`src/rtl/mips_bus_arbiter_if.sv`:
```
// Avalon-MM master bundle between mips_bus_arbiter (master) and the memory fabric (slave).
interface mips_bus_arbiter_if;
  logic [31:0] address;
  logic        read;
  logic        write;
  logic        waitrequest;
  logic [31:0] writedata;
  logic [3:0]  byteenable;
  logic [31:0] readdata;

  modport master (
    output address, read, write, writedata, byteenable,
    input  waitrequest, readdata
  );

  modport slave (
    input  address, read, write, writedata, byteenable,
    output waitrequest, readdata
  );
endinterface

```
`src/rtl/mips_bus_arbiter.sv`:
```
// Shares one Avalon master between fetch (I) and load/store (D); 2 cycles minimum per access, strobes held while waitrequest.
// Define MIPS_BUS_ARB_ROUND_ROBIN_EN to replace fixed D-over-I priority with alternating grants on contention.
module mips_bus_arbiter #(
  parameter int TIMEOUT   = 255,
  parameter int TIMEOUT_W = 8
) (
  input  logic               clk,
  input  logic               reset,
  input  logic               i_req,
  input  logic [31:0]        i_addr,
  output logic [31:0]        i_rdata,
  output logic               i_done,
  input  logic               d_req,
  input  logic               d_we,
  input  logic [31:0]        d_addr,
  input  logic [31:0]        d_wdata,
  input  logic [3:0]         d_be,
  output logic [31:0]        d_rdata,
  output logic               d_done,
  output logic               busy,
  output logic               bus_error,
  mips_bus_arbiter_if.master bus
);

  typedef enum logic [1:0] {IDLE = 2'd0, XFER_I = 2'd1, XFER_D = 2'd2} state_t;

  localparam logic [TIMEOUT_W:0] TIMEOUT_LIM = (TIMEOUT_W + 1)'(TIMEOUT);

  state_t               state, state_nxt;
  logic [31:0]          bus_addr, bus_addr_nxt;
  logic [31:0]          bus_wdata, bus_wdata_nxt;
  logic [3:0]           bus_be, bus_be_nxt;
  logic                 bus_rd, bus_rd_nxt;
  logic                 bus_wr, bus_wr_nxt;
  logic [31:0]          i_rdata_nxt, d_rdata_nxt;
  logic                 i_done_nxt, d_done_nxt, busy_nxt, bus_error_nxt;
  logic [TIMEOUT_W-1:0] stall_cnt, stall_cnt_nxt;
  logic [TIMEOUT_W:0]   stall_cnt_inc;
  logic                 i_eff, d_eff, grant_i, grant_d;
  logic                 strobe, complete, stalled, timeout_hit;
  logic                 unused_addr_bits;

  assign unused_addr_bits = ^{i_addr[1:0], d_addr[1:0]};

  // A port's request is ignored during its own done cycle, since the requester has not yet seen the pulse
  assign i_eff = i_req && !i_done;
  assign d_eff = d_req && !d_done;

`ifdef MIPS_BUS_ARB_ROUND_ROBIN_EN
  logic last_grant;  // 1 = D granted last

  always_ff @(posedge clk or negedge reset) begin
    if (!reset)
      last_grant <= 1'b0;
    else if (state == IDLE && (grant_i || grant_d))
      last_grant <= grant_d;
  end

  assign grant_d = d_eff && (!i_eff || !last_grant);
`else
  assign grant_d = d_eff;
`endif
  assign grant_i = i_eff && !grant_d;

  assign strobe        = bus_rd || bus_wr;
  assign complete      = strobe && !bus.waitrequest;
  assign stalled       = strobe && bus.waitrequest;
  assign stall_cnt_inc = {1'b0, stall_cnt} + {{TIMEOUT_W{1'b0}}, 1'b1};
  assign timeout_hit   = (TIMEOUT != 0) && stalled && (stall_cnt_inc == TIMEOUT_LIM);

  always_ff @(posedge clk or negedge reset) begin
    if (!reset) begin
      state     <= IDLE;
      bus_addr  <= '0;
      bus_wdata <= '0;
      bus_be    <= '0;
      bus_rd    <= 1'b0;
      bus_wr    <= 1'b0;
      i_rdata   <= '0;
      d_rdata   <= '0;
      i_done    <= 1'b0;
      d_done    <= 1'b0;
      busy      <= 1'b0;
      bus_error <= 1'b0;
      stall_cnt <= '0;
    end else begin
      state     <= state_nxt;
      bus_addr  <= bus_addr_nxt;
      bus_wdata <= bus_wdata_nxt;
      bus_be    <= bus_be_nxt;
      bus_rd    <= bus_rd_nxt;
      bus_wr    <= bus_wr_nxt;
      i_rdata   <= i_rdata_nxt;
      d_rdata   <= d_rdata_nxt;
      i_done    <= i_done_nxt;
      d_done    <= d_done_nxt;
      busy      <= busy_nxt;
      bus_error <= bus_error_nxt;
      stall_cnt <= stall_cnt_nxt;
    end
  end

  always_comb begin
    state_nxt = state;
    unique case (state)
      IDLE: begin
        if (grant_d)
          state_nxt = XFER_D;
        else if (grant_i)
          state_nxt = XFER_I;
      end
      XFER_I, XFER_D: begin
        if (complete || timeout_hit)
          state_nxt = IDLE;
      end
      default: state_nxt = IDLE;
    endcase
  end

  always_comb begin
    bus_addr_nxt  = bus_addr;
    bus_wdata_nxt = bus_wdata;
    bus_be_nxt    = bus_be;
    bus_rd_nxt    = bus_rd;
    bus_wr_nxt    = bus_wr;
    i_rdata_nxt   = i_rdata;
    d_rdata_nxt   = d_rdata;
    i_done_nxt    = 1'b0;
    d_done_nxt    = 1'b0;
    bus_error_nxt = bus_error;
    stall_cnt_nxt = stall_cnt;
    busy_nxt      = (state_nxt != IDLE);
    unique case (state)
      IDLE: begin
        stall_cnt_nxt = '0;
        if (grant_d) begin
          bus_addr_nxt = {d_addr[31:2], 2'b00};
          bus_rd_nxt   = !d_we;
          bus_wr_nxt   = d_we;
          bus_be_nxt   = d_be;
          if (d_we)
            bus_wdata_nxt = d_wdata;
        end else if (grant_i) begin
          bus_addr_nxt = {i_addr[31:2], 2'b00};
          bus_rd_nxt   = 1'b1;
          bus_wr_nxt   = 1'b0;
          bus_be_nxt   = 4'hF;
        end
      end
      XFER_I, XFER_D: begin
        if (complete || timeout_hit) begin
          bus_rd_nxt = 1'b0;
          bus_wr_nxt = 1'b0;
          if (state == XFER_I) begin
            i_done_nxt  = 1'b1;
            i_rdata_nxt = timeout_hit ? 32'h0 : bus.readdata;
          end else begin
            d_done_nxt = 1'b1;
            if (timeout_hit)
              d_rdata_nxt = 32'h0;
            else if (bus_rd)
              d_rdata_nxt = bus.readdata;
          end
          if (timeout_hit)
            bus_error_nxt = 1'b1;
        end else if (stalled) begin
          stall_cnt_nxt = stall_cnt_inc[TIMEOUT_W-1:0];
        end
      end
      default: begin
        bus_rd_nxt = 1'b0;
        bus_wr_nxt = 1'b0;
      end
    endcase
  end

  assign bus.address    = bus_addr;
  assign bus.read       = bus_rd;
  assign bus.write      = bus_wr;
  assign bus.writedata  = bus_wdata;
  assign bus.byteenable = bus_be;

endmodule

```
`src/flat_wrapper.sv`:
```
// flat-port wrapper written by rule: the top's interface ports become plain ports
module mips_bus_arbiter_flat 
#(
  parameter int TIMEOUT   = 255,
  parameter int TIMEOUT_W = 8
)
  (clk, reset, i_req, i_addr, i_rdata, i_done, d_req, d_we, d_addr, d_wdata, d_be, d_rdata, d_done, busy, bus_error, bus_address, bus_read, bus_write, bus_writedata, bus_byteenable, bus_waitrequest, bus_readdata);
  mips_bus_arbiter_if bus_i ();
  input  logic clk;
  input  logic reset;
  input  logic i_req;
  input  logic [31:0] i_addr;
  output logic [31:0] i_rdata;
  output logic i_done;
  input  logic d_req;
  input  logic d_we;
  input  logic [31:0] d_addr;
  input  logic [31:0] d_wdata;
  input  logic [3:0] d_be;
  output logic [31:0] d_rdata;
  output logic d_done;
  output logic busy;
  output logic bus_error;
  output wire logic [$bits(bus_i.address)-1:0] bus_address;
  output wire logic [$bits(bus_i.read)-1:0] bus_read;
  output wire logic [$bits(bus_i.write)-1:0] bus_write;
  output wire logic [$bits(bus_i.writedata)-1:0] bus_writedata;
  output wire logic [$bits(bus_i.byteenable)-1:0] bus_byteenable;
  input wire logic [$bits(bus_i.waitrequest)-1:0] bus_waitrequest;
  input wire logic [$bits(bus_i.readdata)-1:0] bus_readdata;
  assign bus_address = bus_i.address;
  assign bus_read = bus_i.read;
  assign bus_write = bus_i.write;
  assign bus_writedata = bus_i.writedata;
  assign bus_byteenable = bus_i.byteenable;
  assign bus_i.waitrequest = bus_waitrequest;
  assign bus_i.readdata = bus_readdata;
  mips_bus_arbiter #(.TIMEOUT(TIMEOUT), .TIMEOUT_W(TIMEOUT_W)) u_core (.clk(clk), .reset(reset), .i_req(i_req), .i_addr(i_addr), .i_rdata(i_rdata), .i_done(i_done), .d_req(d_req), .d_we(d_we), .d_addr(d_addr), .d_wdata(d_wdata), .d_be(d_be), .d_rdata(d_rdata), .d_done(d_done), .busy(busy), .bus_error(bus_error), .bus(bus_i));
endmodule
```
`config.mk`:
```
export PLATFORM = sky130hd
export DESIGN_NAME = mips_bus_arbiter_flat
export DESIGN_NICKNAME = d
export VERILOG_FILES = /design/src/rtl/mips_bus_arbiter_if.sv /design/src/rtl/mips_bus_arbiter.sv /design/src/flat_wrapper.sv
export SDC_FILE = /design/constraint.sdc
export NUM_CORES = 1
export LEC_CHECK = 0
export BUFFER_PORTS_ARGS = -buffer_cell sky130_fd_sc_hd__buf_2
export CORE_UTILIZATION = 25
export DETAILED_ROUTE_END_ITERATION = 12
export PLACE_DENSITY = 0.48
export RECOVER_POWER = 50
export SETUP_SLACK_MARGIN = 0.3
export SKIP_CTS_REPAIR_TIMING = 1
export SLEW_MARGIN = 10
export SYNTH_ARGS = -nofsm -noshare
export SYNTH_HDL_FRONTEND = slang
export SYNTH_SLANG_ARGS = --single-unit
```
`constraint.sdc`:
```
create_clock -name clk -period 2.44 [get_ports clk]
set_input_delay 0.122 -clock clk [delete_from_list [all_inputs] [get_ports clk]]
set_output_delay 0.122 -clock clk [all_outputs]
set_load 0.02 [all_outputs]
```
==> out/results.tsv <==
metric	value	unit
first_pass_iters	5	
powerDensity	1280	mW/mm^2
routed_wl	20.6	mm
violations	negative hold slack	
numCtsBuffers	17	
wl_per_cell	16.8	um
antenna_left	0	
grt_max_degree	66	
yosysUniqueCellTypes	46	
synth.top_cell.area_share	58.7	%
min_path_type	in -> reg	
ctsLongestPathBuffers	2	
cp.required	2.74	ns
worstMarginPinSlew	1.16	ns
p_leak	4.40	nW
grt_pass1_wl	29.3	mm
synth_seq_cells	146	
fin_crit_sh	94.0	%
relSlewSlack	22.7	%
diodes	0	
design_area	0.00944	mm^2
clock_skew	0.0163	ns
arrival	2.59	ns
tns	0	ns
final_hold_viol_count	4	
io-pin-count	276	
synthFlopType	dfrtp_1	
vias	5467	
switching_power	0.00515	W
power	0.0121	W
placement.cell_area	0.00802	mm^2
intPower	0.00690	W
max-cap-violations	0	
antenna_found_initial	0	
via_per_inst	4.47	
cp_max_fo	8	
synth_edf_count	0	
yosys.area.top_type	dfrtp_1	
final_util	38.7	%
synthCells	537	
grt_pass1_vias	5176	
worstHoldStart	d_addr[4]	
core-area	0.0244	mm^2
nets	1029	
startpoint_type	flop	
rows	57	
synth_area	0.00623	mm^2
cp-end-kind	flop	
die_y	160	um
ys_top_cells_by_count	dfrtp_1 (146), nand2_1 (79), o21ai_0 (65)	
syn_area_per_cell	11.6	um^2
place_congestion	0.811	
cts_root_buffer	clkbuf_16	
reg2reg_depth	6	
drc_errors	0	
min_to	u_core.bus.address[4]$_DFFE_PN0P_	
ys_warn_count	0	
reg2reg_from	u_core.stall_cnt[0]$_DFFE_PN0P_	
clock-sinks	146	
hold_ws	-0.00795	ns
rr_endpoint	u_core.i_rdata[16]$_DFFE_PN0P_	
r2r_slack	0.15	ns
portBuffers	269	
drtIter0Drc	292	
clkPwrFrac	21.5	%
layout-drive-gt1-share	34.2	%
n_fill_cell	2468	
track_usage	14.6	%
yosys-top-cells-area	dfrtp_1 (59%), mux2_2 (5.8%), o21ai_0 (5.2%)	
clk_pin_slew	0.07	ns
dieArea	0.0255	mm^2
overflow	0	
area_delta_synth_final	51.6	%
dp_hpwl	12.8	mm
die_w	160	um
start_util	25.5	%
period_minus_slack	2.29	ns
yosysMostFrequentCell	dfrtp_1	
setup_viol	0	
switching_share	42.7	%
slew_violations	0	
clkLatencyLatePin	0.42	ns
critical_path_class	reg -> reg	
min_delay_path_depth	3	
max_freq	436	MHz
ys_seq_area_share	58.7	%
pwr-share-comb	43.7	%
seq_power_share	34.8	%
outcome	complete, but fails checks	
rsz0062_at_grt	yes	
cts_tree	yes	
h-tree-depth	4	
async_flop_share	100	%
irDropWorstVdd	0.518	mV
-- worst max-delay path, cell delays in order, from the launching register on --
cell and delay, ns:
dfrtp_2 0.46, ha_4 0.19, xnor2_2 0.13, or3_4 0.34
a211o_4 0.39, a211o_4 0.44, a22o_1 0.22
-- cell type report --
type	count	area, um^2	share of cell area (%)
inverters	6	22.5	0.239
flip-flops and latches	146	3660	38.7
repair buffers	364	2300	24.4
clock buffers	18	439	4.65
well taps	324	405	4.29
multi-input cells	350	2480	26.3
clock inverters	14	139	1.47
-- cell families after synthesis --
logic type      after synthesis  share of synthesized area, %
xor+xnor                      2                         0.281
other cells                   1                        0.0602
flops                       146                          58.7
buf+inv                      45                          3.38
simple gates                112                          7.88
compound gates              163                          17.9
mux                          62                          10.6
fa+ha+maj                     6                          1.21
-- layer usage --
metal	global-route usage (%)	vias up	routed length [um]	part of all wire [%]
li1	-	2648	-	-
met2	25.0	127	10500	51
met5	0	-	0	0
met4	3.90	0	166	0.81
met1	18.5	2683	9150	44
met3	3.35	9	775	3.8
-- worst max path at each step --
| stage | to | cells after the start | startpoint | slack (ns) |
|---|---|---|---|---|
| finish | u_core.i_rdata[16]$_DFFE_PN0P_ | 6 | u_core.stall_cnt[0]$_DFFE_PN0P_ | 0.15 |
| global route | u_core.i_rdata[19]$_DFFE_PN0P_ | 6 | u_core.stall_cnt[0]$_DFFE_PN0P_ | 0.11 |
| global placement | u_core.i_rdata[28]$_DFFE_PN0P_ | 6 | u_core.stall_cnt[1]$_DFFE_PN0P_ | 0.15 |
| CTS | u_core.i_rdata[26]$_DFFE_PN0P_ | 6 | u_core.stall_cnt[0]$_DFFE_PN0P_ | 0.12 |
| floorplan | u_core.i_rdata[10]$_DFFE_PN0P_ | 8 | u_core.stall_cnt[1]$_DFFE_PN0P_ | 0.23 |
| detailed placement | u_core.i_rdata[14]$_DFFE_PN0P_ | 6 | u_core.stall_cnt[0]$_DFFE_PN0P_ | 0.13 |
-- state kept, by name, indices dropped and copies added, names as in the netlist, 2 cells and up --
signal and flops:
u_core.bus.writedata 32, u_core.d_rdata 32, u_core.i_rdata 32, u_core.bus.address 30, u_core.stall_cnt 8, u_core.bus.byteenable 4, u_core.state 2
-- power by group through the flow --
stage	registers, W	logic [W]	clock network, W
floorplan	0.00553	0.00198	0
global placement	0.00418	0.00528	0
detailed placement	0.00417	0.00534	0
CTS	0.00416	0.00533	0.00267
global route	0.00435	0.00574	0.00277
finish	0.00420	0.00527	0.00259
-- per-stage QoR --
step / setup WS, ns / std cells
final: 0.147 / 1222
after global routing: 0.113 / 1222
after global placement: 0.151 / 1106
after CTS: 0.118 / 1138
after detailed placement: 0.131 / 1106
after floorplan: 0.230 / 538
-- placed cells by master (no fill, tap or decap), types with 5 or more instances in the layout --
master         instances
a22oi_1               32
buf_12                 8
dlygate4sd3_1         73
a211oi_1               5
clkbuf_1              68
clkbuf_16             19
mux2_2                32
a22o_1                36
dfrtp_1              144
inv_1                  5
inv_6                  6
buf_2                200
mux2i_1               30
nand2_1               79
buf_4                 10
ha_1                   5
o21ai_0               63
(Power assumes the default switching activity.)
